### src/rtl/forwarding_register_file_pkg.sv
// Shared processor package for the forwarding register file.
// Holds the default parameter values and the architectural zero-register index.
package forwarding_register_file_pkg;

  localparam int unsigned DATA_W_DEF = 32;  // register width
  localparam int unsigned ADDR_W_DEF = 5;   // index width, depth = 2**ADDR_W
  localparam int unsigned NUM_RD_DEF = 2;   // read ports (1..4)
  localparam int unsigned DBG_W_DEF  = 8;   // debug readout width (<= DATA_W)

  // Index that is hardwired to zero and never tracked as busy.
  localparam int unsigned ZERO_IDX = 0;

endpackage

### src/rtl/reg_scoreboard.sv
// Register scoreboard: one pending bit per register index.
// Ports:
//   clk, reset : clock and synchronous active-high reset
//   set_vec    : one-hot(ish) set requests (issue of a producer)
//   clr_vec    : clear requests (writeback)
//   busy       : registered busy vector
// A simultaneous set and clear of the same bit leaves it set.
module reg_scoreboard #(
  parameter int unsigned DEPTH = 32
) (
  input  logic             clk,
  input  logic             reset,
  input  logic [DEPTH-1:0] set_vec,
  input  logic [DEPTH-1:0] clr_vec,
  output logic [DEPTH-1:0] busy
);

  always_ff @(posedge clk) begin
    if (reset) begin
      busy <= '0;
    end else begin
      busy <= (busy & ~clr_vec) | set_vec;
    end
  end

endmodule

### src/rtl/forwarding_register_file.sv
// Register file with write-through bypass, per-register scoreboard and a
// registered debug readout.
// Ports:
//   clk, reset                      : clock, synchronous active-high reset
//   RegWrite/Write_register/Write_data : write port
//   Issue_valid/Issue_register      : marks a destination as pending
//   Read_register/Read_data         : NUM_RD packed combinational read ports
//   Read_busy                       : per-port "value not yet valid"
//   Debug_sel/Debug_data            : registered low DBG_W bits of a register
//   Busy_any                        : OR of all scoreboard bits
module forwarding_register_file
  import forwarding_register_file_pkg::*;
#(
  parameter int unsigned DATA_W = DATA_W_DEF,
  parameter int unsigned ADDR_W = ADDR_W_DEF,
  parameter int unsigned NUM_RD = NUM_RD_DEF,
  parameter int unsigned DBG_W  = DBG_W_DEF
) (
  input  logic                     clk,
  input  logic                     reset,
  input  logic                     RegWrite,
  input  logic [ADDR_W-1:0]        Write_register,
  input  logic [DATA_W-1:0]        Write_data,
  input  logic                     Issue_valid,
  input  logic [ADDR_W-1:0]        Issue_register,
  input  logic [NUM_RD*ADDR_W-1:0] Read_register,
  output logic [NUM_RD*DATA_W-1:0] Read_data,
  output logic [NUM_RD-1:0]        Read_busy,
  input  logic [ADDR_W-1:0]        Debug_sel,
  output logic [DBG_W-1:0]         Debug_data,
  output logic                     Busy_any
);

  localparam int unsigned DEPTH = 1 << ADDR_W;
  localparam logic [ADDR_W-1:0] ZERO = ADDR_W'(ZERO_IDX);

  logic [DATA_W-1:0] regs [DEPTH];
  logic [DEPTH-1:0]  busy;
  logic [DEPTH-1:0]  set_vec;
  logic [DEPTH-1:0]  clr_vec;
  logic              wr_en;
  logic [DBG_W-1:0]  dbg_next;

  // Writes to the zero index are dropped everywhere, including the bypass.
  assign wr_en = RegWrite && (Write_register != ZERO);

  always_ff @(posedge clk) begin
    if (reset) begin
      for (int unsigned i = 0; i < DEPTH; i++) begin
        regs[i] <= '0;
      end
    end else if (wr_en) begin
      regs[Write_register] <= Write_data;
    end
  end

  // Issue sets, writeback clears; the scoreboard lets set win on a collision.
  always_comb begin
    set_vec = '0;
    clr_vec = '0;
    if (Issue_valid && (Issue_register != ZERO)) begin
      set_vec[Issue_register] = 1'b1;
    end
    if (wr_en) begin
      clr_vec[Write_register] = 1'b1;
    end
  end

  reg_scoreboard #(
    .DEPTH(DEPTH)
  ) u_scoreboard (
    .clk    (clk),
    .reset  (reset),
    .set_vec(set_vec),
    .clr_vec(clr_vec),
    .busy   (busy)
  );

  assign Busy_any = |busy;

  for (genvar k = 0; k < NUM_RD; k++) begin : g_rd
    logic [ADDR_W-1:0] idx;
    logic              hit;
    logic [DATA_W-1:0] val;

    assign idx = Read_register[k*ADDR_W +: ADDR_W];
    assign hit = wr_en && (Write_register == idx);

    always_comb begin
      if (idx == ZERO) begin
        val = '0;
      end else if (hit) begin
        val = Write_data;
      end else begin
        val = regs[idx];
      end
    end

    assign Read_data[k*DATA_W +: DATA_W] = val;
    // A writeback in this very cycle delivers the value, so the reader need not stall.
    assign Read_busy[k] = busy[idx] && !hit;
  end

  always_comb begin
    if (Debug_sel == ZERO) begin
      dbg_next = '0;
    end else if (wr_en && (Write_register == Debug_sel)) begin
      dbg_next = Write_data[DBG_W-1:0];
    end else begin
      dbg_next = regs[Debug_sel][DBG_W-1:0];
    end
  end

  always_ff @(posedge clk) begin
    if (reset) begin
      Debug_data <= '0;
    end else begin
      Debug_data <= dbg_next;
    end
  end

endmodule

### config.mk
export PLATFORM = sky130hd
export DESIGN_NAME = forwarding_register_file
export DESIGN_NICKNAME = d
export VERILOG_FILES = /design/src/rtl/forwarding_register_file_pkg.sv /design/src/rtl/reg_scoreboard.sv /design/src/rtl/forwarding_register_file.sv
export SDC_FILE = /design/constraint.sdc
export NUM_CORES = 2
export LEC_CHECK = 0
export BUFFER_PORTS_ARGS = -buffer_cell sky130_fd_sc_hd__buf_4
export CELL_PAD_IN_SITES_DETAIL_PLACEMENT = 1
export CELL_PAD_IN_SITES_GLOBAL_PLACEMENT = 2
export CORE_MARGIN = 4
export CORE_UTILIZATION = 45
export DETAILED_ROUTE_END_ITERATION = 7
export PLACE_DENSITY = 0.82
export SYNTH_ARGS = -nofsm -noshare
export SYNTH_HDL_FRONTEND = slang
export SYNTH_SLANG_ARGS = --single-unit
### constraint.sdc
create_clock -name clk -period 4 [get_ports clk]
set_input_delay 0 -clock clk [delete_from_list [all_inputs] [get_ports clk]]
set_output_delay 0 -clock clk [all_outputs]
set_load 0.05 [all_outputs]
==> flow_metrics.env <==
export IMPL_core_area_mm2=0.1318
export IMPL_post_route_min_period_ns=3.801
export IMPL_synthCells=4427
export IMPL_fill_cells=12970
export IMPL_critPathMaxFanout=12
export IMPL_start_util_pct=45.42
export IMPL_yosysSeqAreaShare_pct=52.70
export IMPL_yosys_warnings=0
export IMPL_hold_violations=0
export IMPL_met2_usage_pct=55.07
export IMPL_use_met1_pct=47.11
export IMPL_max_clock_freq_mhz=263.1
export IMPL_min_from="Write_register[4]"
export IMPL_timing_rr_start="regs[5][0]"
export IMPL_track_usage_pct=36.24
export IMPL_end_kind="output pin"
export IMPL_critPathLaunchType="input pin"
export IMPL_r2r_cells=5
export IMPL_crit_slowest_cell="nor3_1"
export IMPL_gr_usage_met3_pct=9.307
export IMPL_avgSynthCellArea_um2=13.52
export IMPL_ys_ff_latch=1064
export IMPL_path_buf_inv=4
export IMPL_final_area_mm2=0.06801
export IMPL_grt_pass1_vias=45380
export IMPL_ant_nets=0
export IMPL_num_rows=133
export IMPL_dieHeight_um=372.7
export IMPL_arrival_ns=3.80
export IMPL_cts_root_buf="clkbuf_16"
export IMPL_tritoncts="done"
export IMPL_htree_levels=3
export IMPL_die_area_mm2=0.1389
export IMPL_clk_insertion_delay_late_ns=0.77
export IMPL_nets=4588
export IMPL_setup_worst_path_class="in2out"
export IMPL_clock_sinks=1064
export IMPL_top_usage_layer="met2"
export IMPL_cpPeakStageDelay_ns=0.89
export IMPL_via_count=45090
export IMPL_path_clk_slew_ns=0.07
export IMPL_setup_viol=0
export IMPL_worst_r2r_endpoint="Debug_data[0]"
export IMPL_numCtsBuffers=117
export IMPL_cp_cell_sequence="dlygate4sd3_1 -> buf_4 -> inv_1 -> a21oi_1 -> nand4_1 -> o21ai_0 -> nor2_1 -> nor3_1 -> buf_4"
export IMPL_remaining_drc_errors=0
export IMPL_p_per_area_mw_per_mm2=424.4
export IMPL_cts_path_max_buffers=3
export IMPL_finalSetupTns_ns=0
export IMPL_postCtsResizedCells=0
export IMPL_p_leak_nw=24.33
export IMPL_min_to="regs[18][2]"
export IMPL_antenna_found_initial=26
export IMPL_min_period_over_period_pct=95.02
export IMPL_drtPass1Iterations=5
export IMPL_whs_path_depth=4
export IMPL_port_buffers=135
export IMPL_ios=136
export IMPL_grt_pass1_wl_um=357400
export IMPL_worstPathRequired_ns=4.00
export IMPL_grt_ovfl_total=0
export IMPL_vdd_drop_max_v=0.0003868
export IMPL_final_layout_size_suffix_gt1_share_pct=22.23
export IMPL_synth_cell_types=63
export IMPL_wirelength_um=258500
export IMPL_slew_violations=0
export IMPL_yosys_most_used_dff="edfxtp_1"
export IMPL_drtIter0Drc=7707
export IMPL_routabilityCongestion=0.9260
export IMPL_rsz0062_at_grt="false"
export IMPL_die_w_um=372.7
export IMPL_post_route_util_pct=51.60
export IMPL_synth_area_mm2=0.05987
export IMPL_ys_async_sr_fraction_pct=0
export IMPL_syn2layout_area_growth_pct=13.61
export IMPL_maxCapViolCount=0
export IMPL_hpwlAfterDp_um=161200
export IMPL_final_cells=6398
export IMPL_dp_cells=6115
export IMPL_maxSlewHeadroom_pct=24.52
export IMPL_wl_per_cell_um=40.40
export IMPL_cp_common_cell="buf_4"
export IMPL_clock_skew_ns=0.01573
export IMPL_synth_edf_count=1024
export IMPL_grt_max_degree=60
export IMPL_worstMarginPinSlew_ns=1.128
export IMPL_regToRegSetupSlack_ns=1.39
export IMPL_path_delay_family="simple AND/OR/NAND/NOR gates"
export IMPL_placed_area_mm2=0.06370
export IMPL_drt_vias_per_instance=7.048
export IMPL_worstHoldPathType="in2reg"
export IMPL_status="completed"
## synth_stat cells, types with 4 or more instances
library cell	number	area [um2]
mux4_1	10	262.8
inv_1	34	127.6
mux2i_1	380	3804
mux4_2	410	9234
a22oi_1	90	675.7
dfxtp_1	40	800.8
o21ai_0	87	435.4
a21oi_1	93	465.5
o211ai_1	13	97.59
xor2_1	12	105.1
nor3b_1	7	52.55
nand2b_1	17	106.4
nand4_1	5	31.28
buf_2	64	320.3
o22a_1	11	96.34
nor2b_1	31	193.9
nand3_1	23	115.1
o2111ai_1	7	61.31
a31o_2	11	96.34
or2_2	7	43.79
o22ai_1	83	519.3
mux2_2	13	146.4
nor4_1	17	106.4
edfxtp_1	1024	30750
a211o_1	11	96.34
o311a_1	4	40.04
buf_1	12	45.04
a22o_1	18	157.7
o221ai_1	7	61.31
a221oi_1	55	481.7
a2111oi_0	13	113.9
clkbuf_1	310	1164
nor2_1	121	454.2
buf_4	50	375.4
a311oi_1	12	105.1
nand2_1	134	503.0
nor3_1	65	325.3
a21o_1	20	150.1
a211oi_1	24	180.2
o31ai_1	12	90.09
a221o_1	9	90.09
and2_1	996	6231
a31oi_1	14	87.58
buf_6	15	168.9
## sequential cells by signal (all words and copies together), names as in the netlist
name and count:
regs 1024, u_scoreboard.busy 32, Debug_data 8
## per-stage QoR
step / hold slack (ns) / worst slack [ns] / power (mW)
finish: 0.05186 / 0.1991 / 28.86
global route: 0.06838 / 0.2584 / 29.49
CTS: 0.02193 / 0.5419 / 28.72
detailed placement: 0.2925 / 0.9039 / 17.82
global placement: 0.2705 / 0.8905 / 17.70
floorplan: 0.1181 / 1.534 / 15.95
## worst register-to-register path, delay by kind of cell (launching register included)
family / cells / cell delay (ns)
buf+inv: 1 / 0.55
flops: 1 / 0.43
mux: 3 / 1.31
compound gates: 1 / 0.20
## what timing repair did
item,4_1_cts,5_1_grt
endpoints found under the hold margin,1060,0
setup buffers,0,0
hold buffers,48,0
endpoints found under the setup margin,0,0
## area by class of cell
| cell class | count | area, um2 | area share, % |
|---|---|---|---|
| antenna | 15 | 37.54 | 0.05519 |
| sequential | 1064 | 31550 | 46.39 |
| multi-input combinational | 2905 | 26550 | 39.04 |
| clock buffer | 154 | 3109 | 4.572 |
| timing repair buffer | 402 | 3746 | 5.508 |
| clock inverter | 66 | 683.2 | 1.004 |
| tap | 1755 | 2196 | 3.229 |
| inverter | 37 | 138.9 | 0.2042 |
## cell usage in the layout, fill, tap and decap left out, types with 12 or more instances in the layout
cell,synthesis,routed
a2111oi_0,13,13
a211oi_1,24,24
a21o_2,0,12
a21oi_1,93,93
a221oi_1,55,55
a22o_1,18,18
a22oi_1,90,90
a311oi_1,12,12
a31oi_1,14,14
and2_1,996,996
buf_12,1,46
buf_4,50,302
bufinv_16,0,12
clkbuf_1,310,31
clkbuf_16,0,117
clkinv_1,3,23
clkinv_2,0,21
conb_1,1,32
dfxtp_1,40,40
diode_2,0,15
dlygate4sd3_1,0,48
edfxtp_1,1024,1024
inv_1,34,34
mux2_2,13,13
mux2i_1,380,380
mux4_2,410,410
nand2_1,134,134
nand2b_1,17,16
nand3_1,23,23
nor2_1,121,90
nor2_4,0,30
nor2b_1,31,27
nor3_1,65,64
nor4_1,17,16
o211ai_1,13,13
o21ai_0,87,87
o22ai_1,83,83
o31ai_1,12,12
xor2_1,12,12
## routing by layer
metal	vias to the layer above	share of wire [%]
met3	953	13
met4	16	7.2
met5	-	0.052
met2	3692	44
met1	23240	35
li1	17190	-
## worst max path at each step
stage	slack, ns	startpoint	endpoint	cells after the start
after global routing	0.26	RegWrite	Read_data[30]	9
after global placement	0.89	Read_register[0]	Read_data[8]	8
after floorplan	1.53	Read_register[5]	Read_data[54]	8
final	0.20	RegWrite	Read_data[30]	9
after detailed placement	0.90	Read_register[0]	Read_data[8]	8
after CTS	0.54	RegWrite	Read_data[30]	9
## report_power, final
group	switching [mW]	leakage [nW]	internal [mW]	total, mW
logic	2.94	12.4	1.61	4.55
clock network	4.83	1.86	6.24	11.1
registers	0.393	10.1	12.8	13.2
## logic make-up (layout without fill, tap and decap cells)
family / count (synthesis) / after routing / share of synthesized area [%]
buffers and inverters: 489 / 659 / 3.729
flip-flops: 1064 / 1064 / 52.70
AO/OA/AOI/OAI: 602 / 602 / 6.970
XOR/XNOR: 15 / 15 / 0.2195
AND/OR/NAND/NOR: 1442 / 1442 / 13.89
other: 1 / 47 / 0.006264
multiplexers: 814 / 814 / 22.49
Power figures use the tool's default switching activity.
